## src/rtl/rs_pkg.sv

```systemverilog
// rs_pkg: shared field constants, generator table and FSM state type for rs_encoder.
// The generator coefficients are expanded from the field definition at elaboration time.
package rs_pkg;

    localparam int         NPAR      = 16;
    localparam int         MAX_K     = 239;
    localparam logic [8:0] PRIM_POLY = 9'h11D;

    typedef enum logic [1:0] {
        IDLE   = 2'd0,
        MSG    = 2'd1,
        PARITY = 2'd2
    } rs_state_e;

    function automatic logic [7:0] gfMul(input logic [7:0] a, input logic [7:0] b);
        logic [7:0] acc;
        logic [7:0] x;
        acc = 8'h00;
        x   = a;
        for (int k = 0; k < 8; k++) begin
            if (b[k]) acc = acc ^ x;
            x = {x[6:0], 1'b0} ^ (x[7] ? PRIM_POLY[7:0] : 8'h00);
        end
        return acc;
    endfunction

    // Expands prod(x + alpha^i) for i=0..NPAR-1; the monic x^NPAR term is implied.
    function automatic logic [NPAR-1:0][7:0] calcGenPoly();
        logic [NPAR:0][7:0] g;
        logic [7:0]         root;
        g    = '0;
        g[0] = 8'h01;
        root = 8'h01;
        for (int i = 0; i < NPAR; i++) begin
            for (int j = NPAR; j > 0; j--) begin
                g[j] = g[j-1] ^ gfMul(g[j], root);
            end
            g[0] = gfMul(g[0], root);
            root = gfMul(root, 8'h02);
        end
        return g[NPAR-1:0];
    endfunction

    localparam logic [NPAR-1:0][7:0] GEN_COEF = calcGenPoly();

endpackage

```

## src/rtl/gf256_mul.sv

```systemverilog
// gf256_mul: combinational multiplier in GF(256) with primitive polynomial 0x11D.
// Tied to a constant operand, it reduces to a fixed XOR network.
module gf256_mul
    import rs_pkg::*;
(
    input  logic [7:0] a_i,
    input  logic [7:0] b_i,
    output logic [7:0] p_o
);

    assign p_o = gfMul(a_i, b_i);

endmodule

```

## src/rtl/rs_encoder.sv

```systemverilog
// rs_encoder: systematic Reed-Solomon encoder, K message + 16 parity symbols per codeword.
// Defining RS_ENC_VARLEN_EN adds a msg_len input sampled per frame in place of K.
module rs_encoder #(
    parameter int K    = 239,
    parameter int NPAR = 16
) (
    input  logic       clk,
    input  logic       rst,
    input  logic [7:0] din,
    input  logic       din_valid,
    output logic       din_ready,
    output logic [7:0] dout,
    output logic       dout_valid,
    input  logic       dout_ready,
`ifdef RS_ENC_VARLEN_EN
    input  logic [7:0] msg_len,
`endif
    output logic       dout_last
);

    import rs_pkg::*;

    localparam logic [7:0] PAR_LEN = 8'(NPAR);

    rs_state_e             state_q, state_d;
    logic [7:0]            msgCnt_q, msgCnt_d;
    logic [7:0]            parCnt_q, parCnt_d;
    logic [NPAR-1:0][7:0]  par_q, par_d;
    logic [7:0]            dout_q, dout_d;
    logic                  doutValid_q, doutValid_d;
    logic                  doutLast_q, doutLast_d;

    logic                  slotFree;
    logic                  accept;
    logic [7:0]            feedback;
    logic [7:0]            msgCntNext;
    logic [7:0]            msgLenCur;
    logic [NPAR-1:0][7:0]  tapProd;

`ifdef RS_ENC_VARLEN_EN
    logic [7:0] frameLen_q;
    logic [7:0] lenIn;

    assign lenIn     = (msg_len == 8'd0 || msg_len > 8'(MAX_K)) ? 8'(MAX_K) : msg_len;
    assign msgLenCur = (state_q == IDLE) ? lenIn : frameLen_q;

    // Length is captured on the first accept so it stays fixed for the whole frame.
    always_ff @(posedge clk) begin
        if (rst) begin
            frameLen_q <= 8'(MAX_K);
        end else if (accept && state_q == IDLE) begin
            frameLen_q <= lenIn;
        end
    end
`else
    localparam logic [7:0] FIXED_LEN = 8'(K);

    assign msgLenCur = FIXED_LEN;
`endif

    assign slotFree   = !doutValid_q || dout_ready;
    assign din_ready  = (state_q != PARITY) && slotFree;
    assign accept     = din_valid && din_ready;
    assign feedback   = din ^ par_q[NPAR-1];
    assign msgCntNext = msgCnt_q + 8'd1;

    for (genvar i = 0; i < NPAR; i++) begin : g_tap
        gf256_mul u_mul (
            .a_i (feedback),
            .b_i (GEN_COEF[i]),
            .p_o (tapProd[i])
        );
    end

    always_comb begin
        state_d     = state_q;
        msgCnt_d    = msgCnt_q;
        parCnt_d    = parCnt_q;
        par_d       = par_q;
        dout_d      = dout_q;
        doutValid_d = doutValid_q;
        doutLast_d  = doutLast_q;

        if (slotFree) begin
            doutValid_d = 1'b0;
        end

        unique case (state_q)
            IDLE, MSG: begin
                if (accept) begin
                    par_d[0] = tapProd[0];
                    for (int i = 1; i < NPAR; i++) begin
                        par_d[i] = par_q[i-1] ^ tapProd[i];
                    end
                    dout_d      = din;
                    doutValid_d = 1'b1;
                    doutLast_d  = 1'b0;
                    msgCnt_d    = msgCntNext;
                    state_d     = (msgCntNext == msgLenCur) ? PARITY : MSG;
                end
            end
            PARITY: begin
                // Once the final parity symbol has been taken, the frame is over.
                if (slotFree) begin
                    if (parCnt_q == PAR_LEN) begin
                        state_d    = IDLE;
                        msgCnt_d   = 8'd0;
                        parCnt_d   = 8'd0;
                        doutLast_d = 1'b0;
                    end else begin
                        dout_d      = par_q[NPAR-1];
                        par_d       = {par_q[NPAR-2:0], 8'h00};
                        parCnt_d    = parCnt_q + 8'd1;
                        doutValid_d = 1'b1;
                        doutLast_d  = (parCnt_q == PAR_LEN - 8'd1);
                    end
                end
            end
            default: begin
                state_d = IDLE;
            end
        endcase
    end

    always_ff @(posedge clk) begin
        if (rst) begin
            state_q     <= IDLE;
            msgCnt_q    <= 8'd0;
            parCnt_q    <= 8'd0;
            par_q       <= '0;
            dout_q      <= 8'h00;
            doutValid_q <= 1'b0;
            doutLast_q  <= 1'b0;
        end else begin
            state_q     <= state_d;
            msgCnt_q    <= msgCnt_d;
            parCnt_q    <= parCnt_d;
            par_q       <= par_d;
            dout_q      <= dout_d;
            doutValid_q <= doutValid_d;
            doutLast_q  <= doutLast_d;
        end
    end

    assign dout       = dout_q;
    assign dout_valid = doutValid_q;
    assign dout_last  = doutLast_q;

endmodule

```

## config.mk

```make
export PLATFORM = sky130hd
export DESIGN_NAME = rs_encoder
export DESIGN_NICKNAME = d
export VERILOG_FILES = /design/src/rtl/rs_pkg.sv /design/src/rtl/gf256_mul.sv /design/src/rtl/rs_encoder.sv
export SDC_FILE = /design/constraint.sdc
export NUM_CORES = 1
export LEC_CHECK = 0
export ABC_AREA = 1
export CAP_MARGIN = 5
export CORE_UTILIZATION = 51
export CTS_CLUSTER_DIAMETER = 80
export DETAILED_ROUTE_END_ITERATION = 8
export HOLD_SLACK_MARGIN = 0.1
export PLACE_DENSITY = 0.77
export SLEW_MARGIN = 30
export SYNTH_ARGS = -nofsm -noshare
export SYNTH_HDL_FRONTEND = slang
export SYNTH_HIERARCHICAL = 1
export SYNTH_SLANG_ARGS = --single-unit
```

## constraint.sdc

```tcl
create_clock -name clk -period 21 [get_ports clk]
set_input_delay 6.3 -clock clk [delete_from_list [all_inputs] [get_ports clk]]
set_output_delay 6.3 -clock clk [all_outputs]
set_load 0.03 [all_outputs]
```

==> flow_metrics.tcl <==
set metrics [dict create \
    clock_latency_at_the_later_pin_of_the_worst_skew_pair_ns 0.47 \
    synth-edff-count 0 \
    cts_bufs_inserted 17 \
    clk_transition_reported_paths_ns 0.08 \
    period_needed_ns 14.20 \
    post_cts.resized_instances 0 \
    cp-end-kind "primary output" \
    final.setup.tns_ns 0 \
    setup_viol 0 \
    syn-instance-count 6539 \
    antenna_cells_inserted 0 \
    critical_path_arrival_ns 7.90 \
    drt_wl_total_mm 87.8 \
    grt_start_max_net_pins 136 \
    max_cap_viol_count 0 \
    drt_drc 0 \
    clk_root_buf "clkbuf_16" \
    viasPerCell 4.87 \
    cp_startpoint_kind "primary input" \
    seqCellArea_mm2 0.00312 \
    synth_seq_area_share_pct 9.21 \
    multiInputGateArea_mm2 0.0285 \
    postSynthAreaPerCell_um2 5.18 \
    crit_required_ns 14.70 \
    num_io_pins 23 \
    final.period_utilization_pct 67.6 \
    dr_total_vias 37400 \
    final-max-slew-violation-count 0 \
    finalInstanceArea_mm2 0.0364 \
    finish.net_count 6818 \
    slew_headroom_pct 36.8 \
    grt_pass1_vias 33100 \
    ys.flop_type "dfxtp_1" \
    setup_repair_after_global_routing_missed_its_margin "no" \
    global_route.overflow_total 0 \
    worst-r2r-cell-count 9 \
    outcome "finished clean" \
    placement.io_buffers 22 \
    hp-class "register to register" \
    synthDistinctLibCells 38 \
    hold_buf_count_cts 0 \
    gp_congestion 0.940 \
    drtAntennaViolNets 0 \
    grt_util_all_layers_pct 26.1 \
    core.rowCount 94 \
    cp_max_fo 3 \
    worstHoldPathCells 2 \
    postPlaceCellArea_mm2 0.0358 \
    antenna_found_initial 0 \
    final.fill_count 6800 \
    grt_pass1_wl_mm 150 \
    die-height_um 260 \
    die_x_um 260 \
    ys_seq_elements 156 \
    timing.fmax_mhz 70.4 \
    dp_worst_setup_slack_ns 6.77 \
    skew_ns 0.0187 \
    detail_route.first_pass.iterations 5 \
    yosysWarningCount 6 \
    htree_levels 4 \
    initial_utilization_pct 51.6 \
    post_route_cells_drive_above_1_share_pct 7.92 \
    clock-sinks 156 \
    max-clock-path-buffers 2 \
    fin_ws_ns 6.80 \
    post_synth_instance_area_mm2 0.0339 \
    post_drt_wl_per_cell_um 11.4 \
    timing_worst_slew_pin_value_ns 0.948 \
    area_growth_syn_to_layout_pct 7.46 \
    cts_post_setup_buffers_inserted 0 \
    hold_viol 0 \
    cts_tree "yes" \
    async_flop_share_pct 0 \
    fp.dieArea_mm2 0.0675 \
    drt_iter0_drc 2169 \
    core_mm2 0.0657 \
    worst-setup-path-type "primary input to primary output" \
    dp.final_hpwl_mm 64.5 \
]
-- per-stage QoR --
step                      cells  hold slack (ns)  util, %
after floorplan            6956            0.451        -
after global placement     7647            0.462     54.5
after detailed placement   7647            0.469     54.5
after CTS                  7679            0.479     55.4
after global routing       7679            0.509     55.4
final                      7679            0.478     55.4
-- sequential cells by signal, summed over array words and instances, names as in the netlist --
signal / cells
dout: 8
msgCnt_q: 8
parCnt_q: 8
dout_valid: 1
state_q: 2
dout_last: 1
par_q: 128
-- cell families (layout without fill, tap and decap cells) --
| logic type | after synthesis | count (layout) | synth area share, % |
|---|---|---|---|
| buffers and inverters | 945 | 804 | 11.9 |
| other | 2 | 419 | 0.0222 |
| AOI/OAI and AO/OA | 105 | 105 | 1.78 |
| xor gates and xnor gates | 609 | 609 | 17.5 |
| DFF | 156 | 156 | 9.21 |
| and+or+nand+nor | 4718 | 4718 | 59.4 |
| adders and majority gates | 4 | 4 | 0.148 |
-- per-layer routing --
layer / wire length (um) / up-vias / global-route usage, %
met4: 1830 / 0 / 7.11
li1: - / 20000 / -
met1: 40500 / 16400 / 33.7
met5: 0 / - / 0
met2: 41100 / 903 / 46.1
met3: 4360 / 141 / 2.32
-- path summary, 6_finish.rpt --
path	start	end	slack [ns]
worst min register to register	par_q[0]	par_q[0]	0.48
worst min-delay path	par_q[0]	par_q[0]	0.48
worst max register to register	state_q[1]	par_q[74]	16.51
worst max-delay path	dout_ready	din_ready	6.80
-- cells in the mapped netlist, types with 15 or more instances --
cell | number | area share, %
a21oi_1 | 44 | 0.65
buf_2 | 70 | 1.0
buf_4 | 47 | 1.0
buf_6 | 31 | 1.0
clkbuf_1 | 67 | 0.74
dfxtp_1 | 156 | 9.2
inv_1 | 669 | 7.4
inv_2 | 57 | 0.63
nand2_1 | 2969 | 33
nand2_2 | 210 | 3.9
nand2_4 | 32 | 1.1
nand3_1 | 729 | 11
nand3_2 | 31 | 0.92
nand3b_1 | 70 | 1.6
nand4_1 | 47 | 0.87
nor2_1 | 559 | 6.2
nor2_2 | 46 | 0.85
o21ai_0 | 20 | 0.30
o21ai_1 | 18 | 0.27
o21ai_2 | 16 | 0.41
or2_1 | 15 | 0.28
xnor2_1 | 162 | 4.2
xnor2_2 | 79 | 3.8
xor2_1 | 368 | 9.5
-- placed cells by master, fill, tap and decap left out, types with 5 or more instances in the layout --
master / synthesis / routed
a21oi_1: 44 / 44
buf_4: 47 / 21
clkbuf_16: 0 / 17
clkdlybuf4s50_1: 0 / 21
clkinv_8: 0 / 5
conb_1: 2 / 419
dfxtp_1: 156 / 156
inv_1: 669 / 669
inv_2: 57 / 56
nand2_1: 2969 / 2968
nand2_2: 210 / 208
nand2_4: 32 / 35
nand3_1: 729 / 729
nand3_2: 31 / 31
nand3b_1: 70 / 70
nand4_1: 47 / 47
nor2_1: 559 / 559
nor2_2: 46 / 46
nor3_1: 6 / 6
o21ai_0: 20 / 20
o21ai_1: 18 / 18
o21ai_2: 16 / 16
or2_1: 15 / 15
xnor2_1: 162 / 162
xnor2_2: 79 / 79
xor2_1: 368 / 360
xor2_4: 0 / 8
-- critical path, stage by stage --
cell,delay [ns]
clkdlybuf4s50_1,0.53
inv_1,0.10
nand2_1,0.14
nand2_1,0.06
inv_1,0.10
clkdlybuf4s50_1,0.67
-- area by class of cell --
class | instances | share of cell area [%]
Clock buffer | 17 | 1.17
Clock inverter | 15 | 0.512
Inverter | 727 | 7.51
Multi-Input combinational cell | 5855 | 78.1
Sequential cell | 156 | 8.57
Tap cell | 864 | 2.97
Timing Repair Buffer | 45 | 1.13
Power is left out: the tool's default activity adds up to more than one toggle a clock period on the data nets, which glitch-free logic cannot reach.
